<file path="config.mk">
export PLATFORM = sky130hd
export DESIGN_NAME = wishbone_uart_slave_flat
export DESIGN_NICKNAME = d
export VERILOG_FILES = /design/src/rtl/wishbone_uart_slave_if.sv /design/src/rtl/wishbone_uart_slave.sv /design/src/flat_wrapper.sv
export SDC_FILE = /design/constraint.sdc
export NUM_CORES = 1
export LEC_CHECK = 0
export BUFFER_PORTS_ARGS = -buffer_cell sky130_fd_sc_hd__buf_2
export CORE_AREA = 5 5 196 160
export CTS_BUF_LIST = sky130_fd_sc_hd__clkbuf_8
export CTS_CLUSTER_DIAMETER = 80
export DETAILED_ROUTE_END_ITERATION = 7
export DIE_AREA = 0 0 201 165
export PLACE_DENSITY = 0.67
export SETUP_SLACK_MARGIN = 0.3
export SLEW_MARGIN = 10
export SYNTH_ARGS = -nofsm -noshare
export SYNTH_HDL_FRONTEND = slang
export SYNTH_SLANG_ARGS = --single-unit
</file>
<file path="constraint.sdc">
create_clock -name clk_i -period 4.4 [get_ports clk_i]
set_clock_uncertainty 0.05 [all_clocks]
set_input_delay 0.22 -clock clk_i [delete_from_list [all_inputs] [get_ports clk_i]]
set_output_delay 0.22 -clock clk_i [all_outputs]
set_load 0.05 [all_outputs]
</file>
<file path="src/rtl/wishbone_uart_slave_if.sv">
// Wishbone bus bundle between the master and the UART slave.
interface wishbone_uart_slave_if;
    logic        cyc_i;
    logic        stb_i;
    logic        we_i;
    logic [7:0]  adr_i;
    logic [31:0] dat_i;
    logic [3:0]  sel_i;
    logic        ack_o;
    logic [31:0] dat_o;

    modport master (
        output cyc_i, stb_i, we_i, adr_i, dat_i, sel_i,
        input  ack_o, dat_o
    );

    modport slave (
        input  cyc_i, stb_i, we_i, adr_i, dat_i, sel_i,
        output ack_o, dat_o
    );
endinterface

</file>
<file path="src/rtl/wishbone_uart_slave.sv">
// Wishbone UART peripheral: CTRL/STATUS/RXDATA/TXDATA registers, TX FIFO into
// an 8N1 serialiser, 8N1 deserialiser into an RX FIFO.
//
// state   | meaning (shared by the TX and RX machines)
// S_IDLE  | line idle, waiting for a byte (TX) or a falling edge (RX)
// S_START | start bit in progress
// S_DATA  | 8 data bits, LSB first
// S_STOP  | stop bit in progress
module wishbone_uart_slave #(
    parameter int unsigned FIFO_DEPTH  = 8,
    parameter logic [15:0] DEFAULT_DIV = 16'd434
) (
    input  logic                 clk_i,
    input  logic                 rst_ni,
    wishbone_uart_slave_if.slave bus,
    output logic                 uart_tx_o,
    input  logic                 uart_rx_i
);
    localparam int AW = $clog2(FIFO_DEPTH);
    localparam int CW = AW + 1;
    localparam logic [CW-1:0] FULL_CNT = CW'(FIFO_DEPTH);

    typedef enum logic [1:0] {S_IDLE, S_START, S_DATA, S_STOP} uart_state_t;

    logic        tx_en, rx_en;
    logic [15:0] divisor, div_eff;
    logic        rx_overflow, frame_err;

    logic [7:0]    tx_mem [FIFO_DEPTH];
    logic [7:0]    rx_mem [FIFO_DEPTH];
    logic [AW-1:0] tx_wr, tx_rd, rx_wr, rx_rd;
    logic [CW-1:0] tx_cnt, rx_cnt;
    logic          tx_empty, tx_full, rx_empty, rx_full;
    logic          tx_push, tx_pop, rx_push, rx_pop;

    uart_state_t tx_state, rx_state;
    logic [15:0] tx_tmr, tx_div, rx_tmr, rx_div;
    logic [2:0]  tx_bit, rx_bit;
    logic [7:0]  tx_shift, rx_shift;
    logic [1:0]  rx_sync;
    logic        rx_prev, rx_push_q, rx_ferr_q;

    logic        req, wr_stat;
    logic [1:0]  reg_idx;
    logic [3:0]  rx_level;
    logic [31:0] rd_data;

    // Address bits outside [3:2] and CTRL byte lane 1 carry nothing.
    logic unused_ok;
    assign unused_ok = &{1'b0, bus.adr_i[7:4], bus.adr_i[1:0], bus.dat_i[15:8]};

    assign req      = bus.cyc_i & bus.stb_i & ~bus.ack_o;
    assign reg_idx  = bus.adr_i[3:2];
    assign wr_stat  = req & bus.we_i & (reg_idx == 2'd1);
    assign tx_push  = req & bus.we_i & (reg_idx == 2'd3) & bus.sel_i[0] & ~tx_full;
    assign rx_pop   = req & ~bus.we_i & (reg_idx == 2'd2) & ~rx_empty;
    assign rx_push  = rx_push_q & ~rx_full;
    assign div_eff  = (divisor < 16'd4) ? 16'd4 : divisor;
    assign rx_level = (32'(rx_cnt) > 32'd15) ? 4'd15 : 4'(rx_cnt);

    assign tx_empty = (tx_cnt == '0);
    assign tx_full  = (tx_cnt == FULL_CNT);
    assign rx_empty = (rx_cnt == '0);
    assign rx_full  = (rx_cnt == FULL_CNT);

    // TX pops when a new frame starts, either from idle or straight out of a stop bit.
    assign tx_pop = tx_en & ~tx_empty &
                    ((tx_state == S_IDLE) | ((tx_state == S_STOP) & (tx_tmr == '0)));

    // Read data mux for the addressed register.
    always_comb begin
        rd_data = '0;
        case (reg_idx)
            2'd0: rd_data = {divisor, 14'd0, rx_en, tx_en};
            2'd1: rd_data = {20'd0, rx_level, 2'b00, frame_err, rx_overflow,
                             rx_full, rx_empty, tx_full, tx_empty};
            2'd2: if (!rx_empty) rd_data = {24'd0, rx_mem[rx_rd]};
            default: rd_data = '0;
        endcase
    end

    // Bus handshake, read data capture and CTRL writes.
    always_ff @(posedge clk_i or negedge rst_ni) begin
        if (!rst_ni) begin
            bus.ack_o <= 1'b0;
            bus.dat_o <= '0;
            tx_en     <= 1'b0;
            rx_en     <= 1'b0;
            divisor   <= DEFAULT_DIV;
        end else begin
            bus.ack_o <= req;
            bus.dat_o <= (req & ~bus.we_i) ? rd_data : '0;
            if (req & bus.we_i & (reg_idx == 2'd0)) begin
                if (bus.sel_i[0]) {rx_en, tx_en} <= bus.dat_i[1:0];
                if (bus.sel_i[2]) divisor[7:0]   <= bus.dat_i[23:16];
                if (bus.sel_i[3]) divisor[15:8]  <= bus.dat_i[31:24];
            end
        end
    end

    // Sticky error flags; a new event in the same cycle as a clear wins.
    always_ff @(posedge clk_i or negedge rst_ni) begin
        if (!rst_ni) begin
            rx_overflow <= 1'b0;
            frame_err   <= 1'b0;
        end else begin
            if (wr_stat & bus.dat_i[4]) rx_overflow <= 1'b0;
            if (rx_push_q & rx_full)    rx_overflow <= 1'b1;
            if (wr_stat & bus.dat_i[5]) frame_err   <= 1'b0;
            if (rx_ferr_q)              frame_err   <= 1'b1;
        end
    end

    // FIFO storage, no reset needed since occupancy is tracked by the counters.
    always_ff @(posedge clk_i) begin
        if (tx_push) tx_mem[tx_wr] <= bus.dat_i[7:0];
        if (rx_push) rx_mem[rx_wr] <= rx_shift;
    end

    // FIFO pointers and occupancy counts; push and pop together leave the count unchanged.
    always_ff @(posedge clk_i or negedge rst_ni) begin
        if (!rst_ni) begin
            tx_wr  <= '0;
            tx_rd  <= '0;
            tx_cnt <= '0;
            rx_wr  <= '0;
            rx_rd  <= '0;
            rx_cnt <= '0;
        end else begin
            if (tx_push) tx_wr <= tx_wr + 1'b1;
            if (tx_pop)  tx_rd <= tx_rd + 1'b1;
            if (tx_push & ~tx_pop)      tx_cnt <= tx_cnt + 1'b1;
            else if (~tx_push & tx_pop) tx_cnt <= tx_cnt - 1'b1;
            if (rx_push) rx_wr <= rx_wr + 1'b1;
            if (rx_pop)  rx_rd <= rx_rd + 1'b1;
            if (rx_push & ~rx_pop)      rx_cnt <= rx_cnt + 1'b1;
            else if (~rx_push & rx_pop) rx_cnt <= rx_cnt - 1'b1;
        end
    end

    // TX serialiser; divisor is latched per frame so a CTRL write never stretches a frame.
    always_ff @(posedge clk_i or negedge rst_ni) begin
        if (!rst_ni) begin
            tx_state  <= S_IDLE;
            tx_tmr    <= '0;
            tx_div    <= '0;
            tx_bit    <= '0;
            tx_shift  <= '0;
            uart_tx_o <= 1'b1;
        end else begin
            case (tx_state)
                S_IDLE, S_STOP: begin
                    if (tx_state == S_STOP && tx_tmr != '0) begin
                        tx_tmr <= tx_tmr - 16'd1;
                    end else if (tx_pop) begin
                        tx_shift  <= tx_mem[tx_rd];
                        tx_div    <= div_eff;
                        tx_tmr    <= div_eff - 16'd1;
                        uart_tx_o <= 1'b0;
                        tx_state  <= S_START;
                    end else begin
                        tx_state <= S_IDLE;
                    end
                end
                S_START: begin
                    if (tx_tmr == '0) begin
                        tx_tmr    <= tx_div - 16'd1;
                        tx_bit    <= '0;
                        uart_tx_o <= tx_shift[0];
                        tx_state  <= S_DATA;
                    end else begin
                        tx_tmr <= tx_tmr - 16'd1;
                    end
                end
                S_DATA: begin
                    if (tx_tmr == '0) begin
                        tx_tmr <= tx_div - 16'd1;
                        if (tx_bit == 3'd7) begin
                            uart_tx_o <= 1'b1;
                            tx_state  <= S_STOP;
                        end else begin
                            tx_bit    <= tx_bit + 3'd1;
                            tx_shift  <= {1'b0, tx_shift[7:1]};
                            uart_tx_o <= tx_shift[1];
                        end
                    end else begin
                        tx_tmr <= tx_tmr - 16'd1;
                    end
                end
                default: tx_state <= S_IDLE;
            endcase
        end
    end

    // Two-flop synchroniser for the asynchronous serial input.
    always_ff @(posedge clk_i or negedge rst_ni) begin
        if (!rst_ni) rx_sync <= 2'b11;
        else         rx_sync <= {rx_sync[0], uart_rx_i};
    end

    // RX deserialiser; the first wait is shortened by the synchroniser and edge-detect
    // latency so every sample lands on the bit centre.
    always_ff @(posedge clk_i or negedge rst_ni) begin
        if (!rst_ni) begin
            rx_state  <= S_IDLE;
            rx_tmr    <= '0;
            rx_div    <= '0;
            rx_bit    <= '0;
            rx_shift  <= '0;
            rx_prev   <= 1'b1;
            rx_push_q <= 1'b0;
            rx_ferr_q <= 1'b0;
        end else begin
            rx_prev   <= rx_sync[1];
            rx_push_q <= 1'b0;
            rx_ferr_q <= 1'b0;
            case (rx_state)
                S_IDLE: begin
                    if (rx_en & rx_prev & ~rx_sync[1]) begin
                        rx_div   <= div_eff;
                        rx_tmr   <= (div_eff >> 1) - 16'd2;
                        rx_state <= S_START;
                    end
                end
                S_START: begin
                    if (rx_tmr == '0) begin
                        if (rx_sync[1]) begin
                            rx_state <= S_IDLE;
                        end else begin
                            rx_tmr   <= rx_div - 16'd1;
                            rx_bit   <= '0;
                            rx_state <= S_DATA;
                        end
                    end else begin
                        rx_tmr <= rx_tmr - 16'd1;
                    end
                end
                S_DATA: begin
                    if (rx_tmr == '0) begin
                        rx_shift <= {rx_sync[1], rx_shift[7:1]};
                        rx_tmr   <= rx_div - 16'd1;
                        rx_bit   <= rx_bit + 3'd1;
                        if (rx_bit == 3'd7) rx_state <= S_STOP;
                    end else begin
                        rx_tmr <= rx_tmr - 16'd1;
                    end
                end
                S_STOP: begin
                    if (rx_tmr == '0) begin
                        rx_push_q <= rx_sync[1];
                        rx_ferr_q <= ~rx_sync[1];
                        rx_state  <= S_IDLE;
                    end else begin
                        rx_tmr <= rx_tmr - 16'd1;
                    end
                end
                default: rx_state <= S_IDLE;
            endcase
        end
    end
endmodule

</file>
<file path="src/flat_wrapper.sv">
// flat-port wrapper written by rule: the top's interface ports become plain ports
module wishbone_uart_slave_flat 
#(
    parameter int unsigned FIFO_DEPTH  = 8,
    parameter logic [15:0] DEFAULT_DIV = 16'd434
)
  (clk_i, rst_ni, uart_tx_o, uart_rx_i, bus_cyc_i, bus_stb_i, bus_we_i, bus_adr_i, bus_dat_i, bus_sel_i, bus_ack_o, bus_dat_o);
  wishbone_uart_slave_if bus_i ();
  input  logic clk_i;
  input  logic rst_ni;
  output logic uart_tx_o;
  input  logic uart_rx_i;
  input wire logic [$bits(bus_i.cyc_i)-1:0] bus_cyc_i;
  input wire logic [$bits(bus_i.stb_i)-1:0] bus_stb_i;
  input wire logic [$bits(bus_i.we_i)-1:0] bus_we_i;
  input wire logic [$bits(bus_i.adr_i)-1:0] bus_adr_i;
  input wire logic [$bits(bus_i.dat_i)-1:0] bus_dat_i;
  input wire logic [$bits(bus_i.sel_i)-1:0] bus_sel_i;
  output wire logic [$bits(bus_i.ack_o)-1:0] bus_ack_o;
  output wire logic [$bits(bus_i.dat_o)-1:0] bus_dat_o;
  assign bus_i.cyc_i = bus_cyc_i;
  assign bus_i.stb_i = bus_stb_i;
  assign bus_i.we_i = bus_we_i;
  assign bus_i.adr_i = bus_adr_i;
  assign bus_i.dat_i = bus_dat_i;
  assign bus_i.sel_i = bus_sel_i;
  assign bus_ack_o = bus_i.ack_o;
  assign bus_dat_o = bus_i.dat_o;
  wishbone_uart_slave #(.FIFO_DEPTH(FIFO_DEPTH), .DEFAULT_DIV(DEFAULT_DIV)) u_core (.clk_i(clk_i), .rst_ni(rst_ni), .bus(bus_i), .uart_tx_o(uart_tx_o), .uart_rx_i(uart_rx_i));
endmodule
</file>
==> impl_metrics.tcl <==
set metrics [dict create \
    globalplace.congestion 0.874 \
    cts.sink_count 293 \
    p_total_mw 10.4 \
    vdd_drop_max_v 0.000339 \
    die_width_um 201 \
    ys_top_cells_by_area "dfrtp_1 (27%), edfxtp_1 (27%), mux2_2 (5.6%)" \
    design.final.nets 1361 \
    io_buffers 64 \
    worst_reg_to_reg_setup_slack_ns 0.78 \
    yosysTopAreaCell "dfrtp_1" \
    timing.hold.ws_ns 0.119 \
    cts_max_path_buffers 3 \
    crit_path_end_kind "register" \
    n_antenna_cell 0 \
    layout-drive-gt1-share 0.219 \
    dpl-instance-area_um2 15100 \
    post_cts_hold_buffer_count 32 \
    grt_setup_unrepaired "false" \
    grt_most_used_layer "met2" \
    synth-async-reset-ratio 0.563 \
    setup.worst_path.start_class "register" \
    gr-usage-met3 0.0389 \
    num_vias 9796 \
    min_delay_worst_endpoint "u_core.frame_err" \
    grt_pass1_wl_um 54700 \
    row_count 56 \
    most_common_flop_cell_mapped_by_yosys "dfrtp_1" \
    timing.critical_path.arrival_ns 4.04 \
    number_of_distinct_library_cell_variants_in_the_gate_level_netlist_after_synthesis 77 \
    post_synth_most_frequent_cells "dfrtp_1 (156), edfxtp_1 (128), nand2_1 (93), nor2_1 (76), mux2_2 (71)" \
    setup-tns-final_ns 0 \
    groute.layer.met1.usage 0.305 \
    maximum_number_of_pins_on_one_net_before_global_route_repair 75 \
    grt.total_usage 0.206 \
    area.growth.synth_to_final_pct 14.0 \
    cp.required_ns 4.82 \
    mappedNetlistArea_um2 14400 \
    fmaxAchievable_ghz 0.276 \
    met2_usage 0.312 \
    final_cells 1692 \
    ys_warn_count 0 \
    worst_path_max_delay_cell "or4b_2" \
    power.density_nw_per_um2 636 \
    synth_cells 1172 \
    max_cap_violations 0 \
    cts_tree "built" \
    num_io_pins 84 \
    route.final.wire_length_um 33600 \
    detailed_place_hpwl_um 22800 \
    design.die.area_um2 33200 \
    grt_pass1_vias 9901 \
    setup_fix_buffers_added_after_clock_tree_synthesis 0 \
    critical_path.cell_chain "nor4_1 -> nand4_1 -> nor2b_1 -> ha_1 -> or4b_2 -> nor4_1 -> xnor2_1 -> and2_1 -> o31ai_1 -> a22o_1" \
    dp.cells 1575 \
    drt-vias-per-instance 5.79 \
    netlist.area_leader.share 0.271 \
    tritoncts.num_buffers 46 \
    grt_remaining_overflow 0 \
    antenna_violating_nets_post_route 0 \
    yosysSeqAreaShare 0.554 \
    critical_path_most_common_cell "nor4_1" \
    fin_crit_sh 0.823 \
    timing.reg2reg.worst_path_depth 10 \
    synth_enable_flop_cells 128 \
    worst_slew_margin_rel 0.265 \
    maxSlewViolCount 0 \
    worstMarginPinSlew_ns 1.09 \
    rr_startpoint "u_core.divisor[7]" \
    worst-path-max-fanout 13 \
    worstHoldStart "bus_we_i" \
    power.leakage_nw 6.68 \
    crit_path_max_incr_delay_ns 0.78 \
    min_path_cells 5 \
    worst_hold_path_type "in2reg" \
    ctsResizeCount 0 \
    synth.ff_latch_count 293 \
    synth.most_common_cell "dfrtp_1" \
    post-route-drc-count 0 \
    clk_root_buffer_cell "clkbuf_8" \
    grt_antenna_before_repair 0 \
    clock_latency_ns 0.58 \
    outcome "finished clean" \
    finalHoldViolCount 0 \
    cts-htree-levels 2 \
    fin_crit_ns 3.62 \
    synth.avg_cell_area_um2 12.3 \
    die_y_um 165 \
    number_of_optimization_iterations_in_the_first_detailed_route_pass 7 \
    drt_first_iter_violations 893 \
    cts.clk_slew.worst_paths_ns 0.06 \
    rr_endpoint "u_core.rx_tmr[9]" \
    detail_route.wl_per_cell_um 19.8 \
    finish.instance_area_um2 16400 \
    design.core.area_um2 29100 \
    path_class "reg2reg" \
    initial_core_util 0.495 \
    setup_violations 0 \
]
-- flip-flops by register name (all words and copies together) (netlist names), 4 cells and up, named ones only --
register and cells:
u_core.bus.dat_o 28, u_core.divisor 16, u_core.rx_cnt 4, u_core.rx_div 16, u_core.rx_mem 64, u_core.rx_shift 8, u_core.rx_tmr 16, u_core.tx_cnt 4
u_core.tx_div 16, u_core.tx_mem 64, u_core.tx_shift 8, u_core.tx_tmr 16
-- per-layer routing --
layer,part of all wire,routed length (um)
met5,0,0
met4,0.026,885
met3,0.063,2130
met2,0.45,15000
met1,0.46,15500
-- power by group --
group / internal, mW / total [mW] / switching (mW)
registers: 3.30 / 4.04 / 0.740
logic: 1.87 / 4.01 / 2.13
clock network: 1.29 / 2.39 / 1.10
-- through the flow --
stage / worst slack [ns] / util
CTS: 0.770 / 0.564
floorplan: 1.19 / -
finish: 0.777 / 0.564
global placement: 0.826 / 0.520
global route: 0.532 / 0.564
detailed placement: 0.770 / 0.520
-- worst max-delay path by stage --
stage | from | end | slack, ns
floorplan | u_core.tx_tmr[6] | u_core.tx_cnt[3] | 1.19
global placement | u_core.divisor[7] | u_core.rx_tmr[9] | 0.83
detailed placement | u_core.divisor[8] | u_core.rx_tmr[9] | 0.77
CTS | u_core.divisor[8] | u_core.tx_tmr[12] | 0.77
global route | u_core.divisor[7] | u_core.tx_tmr[10] | 0.53
finish | u_core.divisor[7] | u_core.rx_tmr[9] | 0.78
-- critical path: cells and delay by family, from the launching register on --
kind	cells	cell delay (ns)
compound gates	2	0.33
xor+xnor	1	0.16
fa+ha+maj	1	0.27
simple gates	6	2.05
flops	1	0.66
-- cells by family after synthesis --
| kind of cell | synth area share |
|---|---|
| buffers and inverters | 0.0260 |
| and+or+nand+nor | 0.134 |
| adders and majority gates | 0.0297 |
| DFF | 0.554 |
| other | 0.000260 |
| muxes | 0.122 |
| xor gates and xnor gates | 0.0408 |
| AOI/OAI and AO/OA | 0.0933 |
-- final cells by class --
class | count | area, um^2
Sequential cell | 293 | 7990
Clock inverter | 32 | 238
Inverter | 30 | 113
Clock buffer | 53 | 729
Tap cell | 377 | 472
Timing Repair Buffer | 117 | 805
Multi-Input combinational cell | 790 | 6070
Fill cell | 2416 | 12700
-- placed cells by master (no fill, tap or decap), types with 7 or more instances in the layout --
cell and count:
a21oi_1 31, mux4_2 32, a31oi_1 9, nand3_1 26
xor2_1 22, xnor2_1 45, inv_1 45, mux2i_1 19
o21ai_0 35, dlygate4sd3_1 32, dfstp_2 9, a22o_1 14
dfrtp_1 155, mux2_2 71, o31ai_1 14, clkbuf_8 53
nand2_1 93, ha_1 31, or3_1 9, and2_1 22
nand2b_1 16, nor2_1 76, buf_2 63, edfxtp_1 128
buf_4 21, a22oi_1 7, o211ai_1 19, nor3_1 35
a221oi_1 8, or4_1 8, nor4_1 25, clkinv_2 8
No activity file was read; power rests on OpenSTA's default activity.
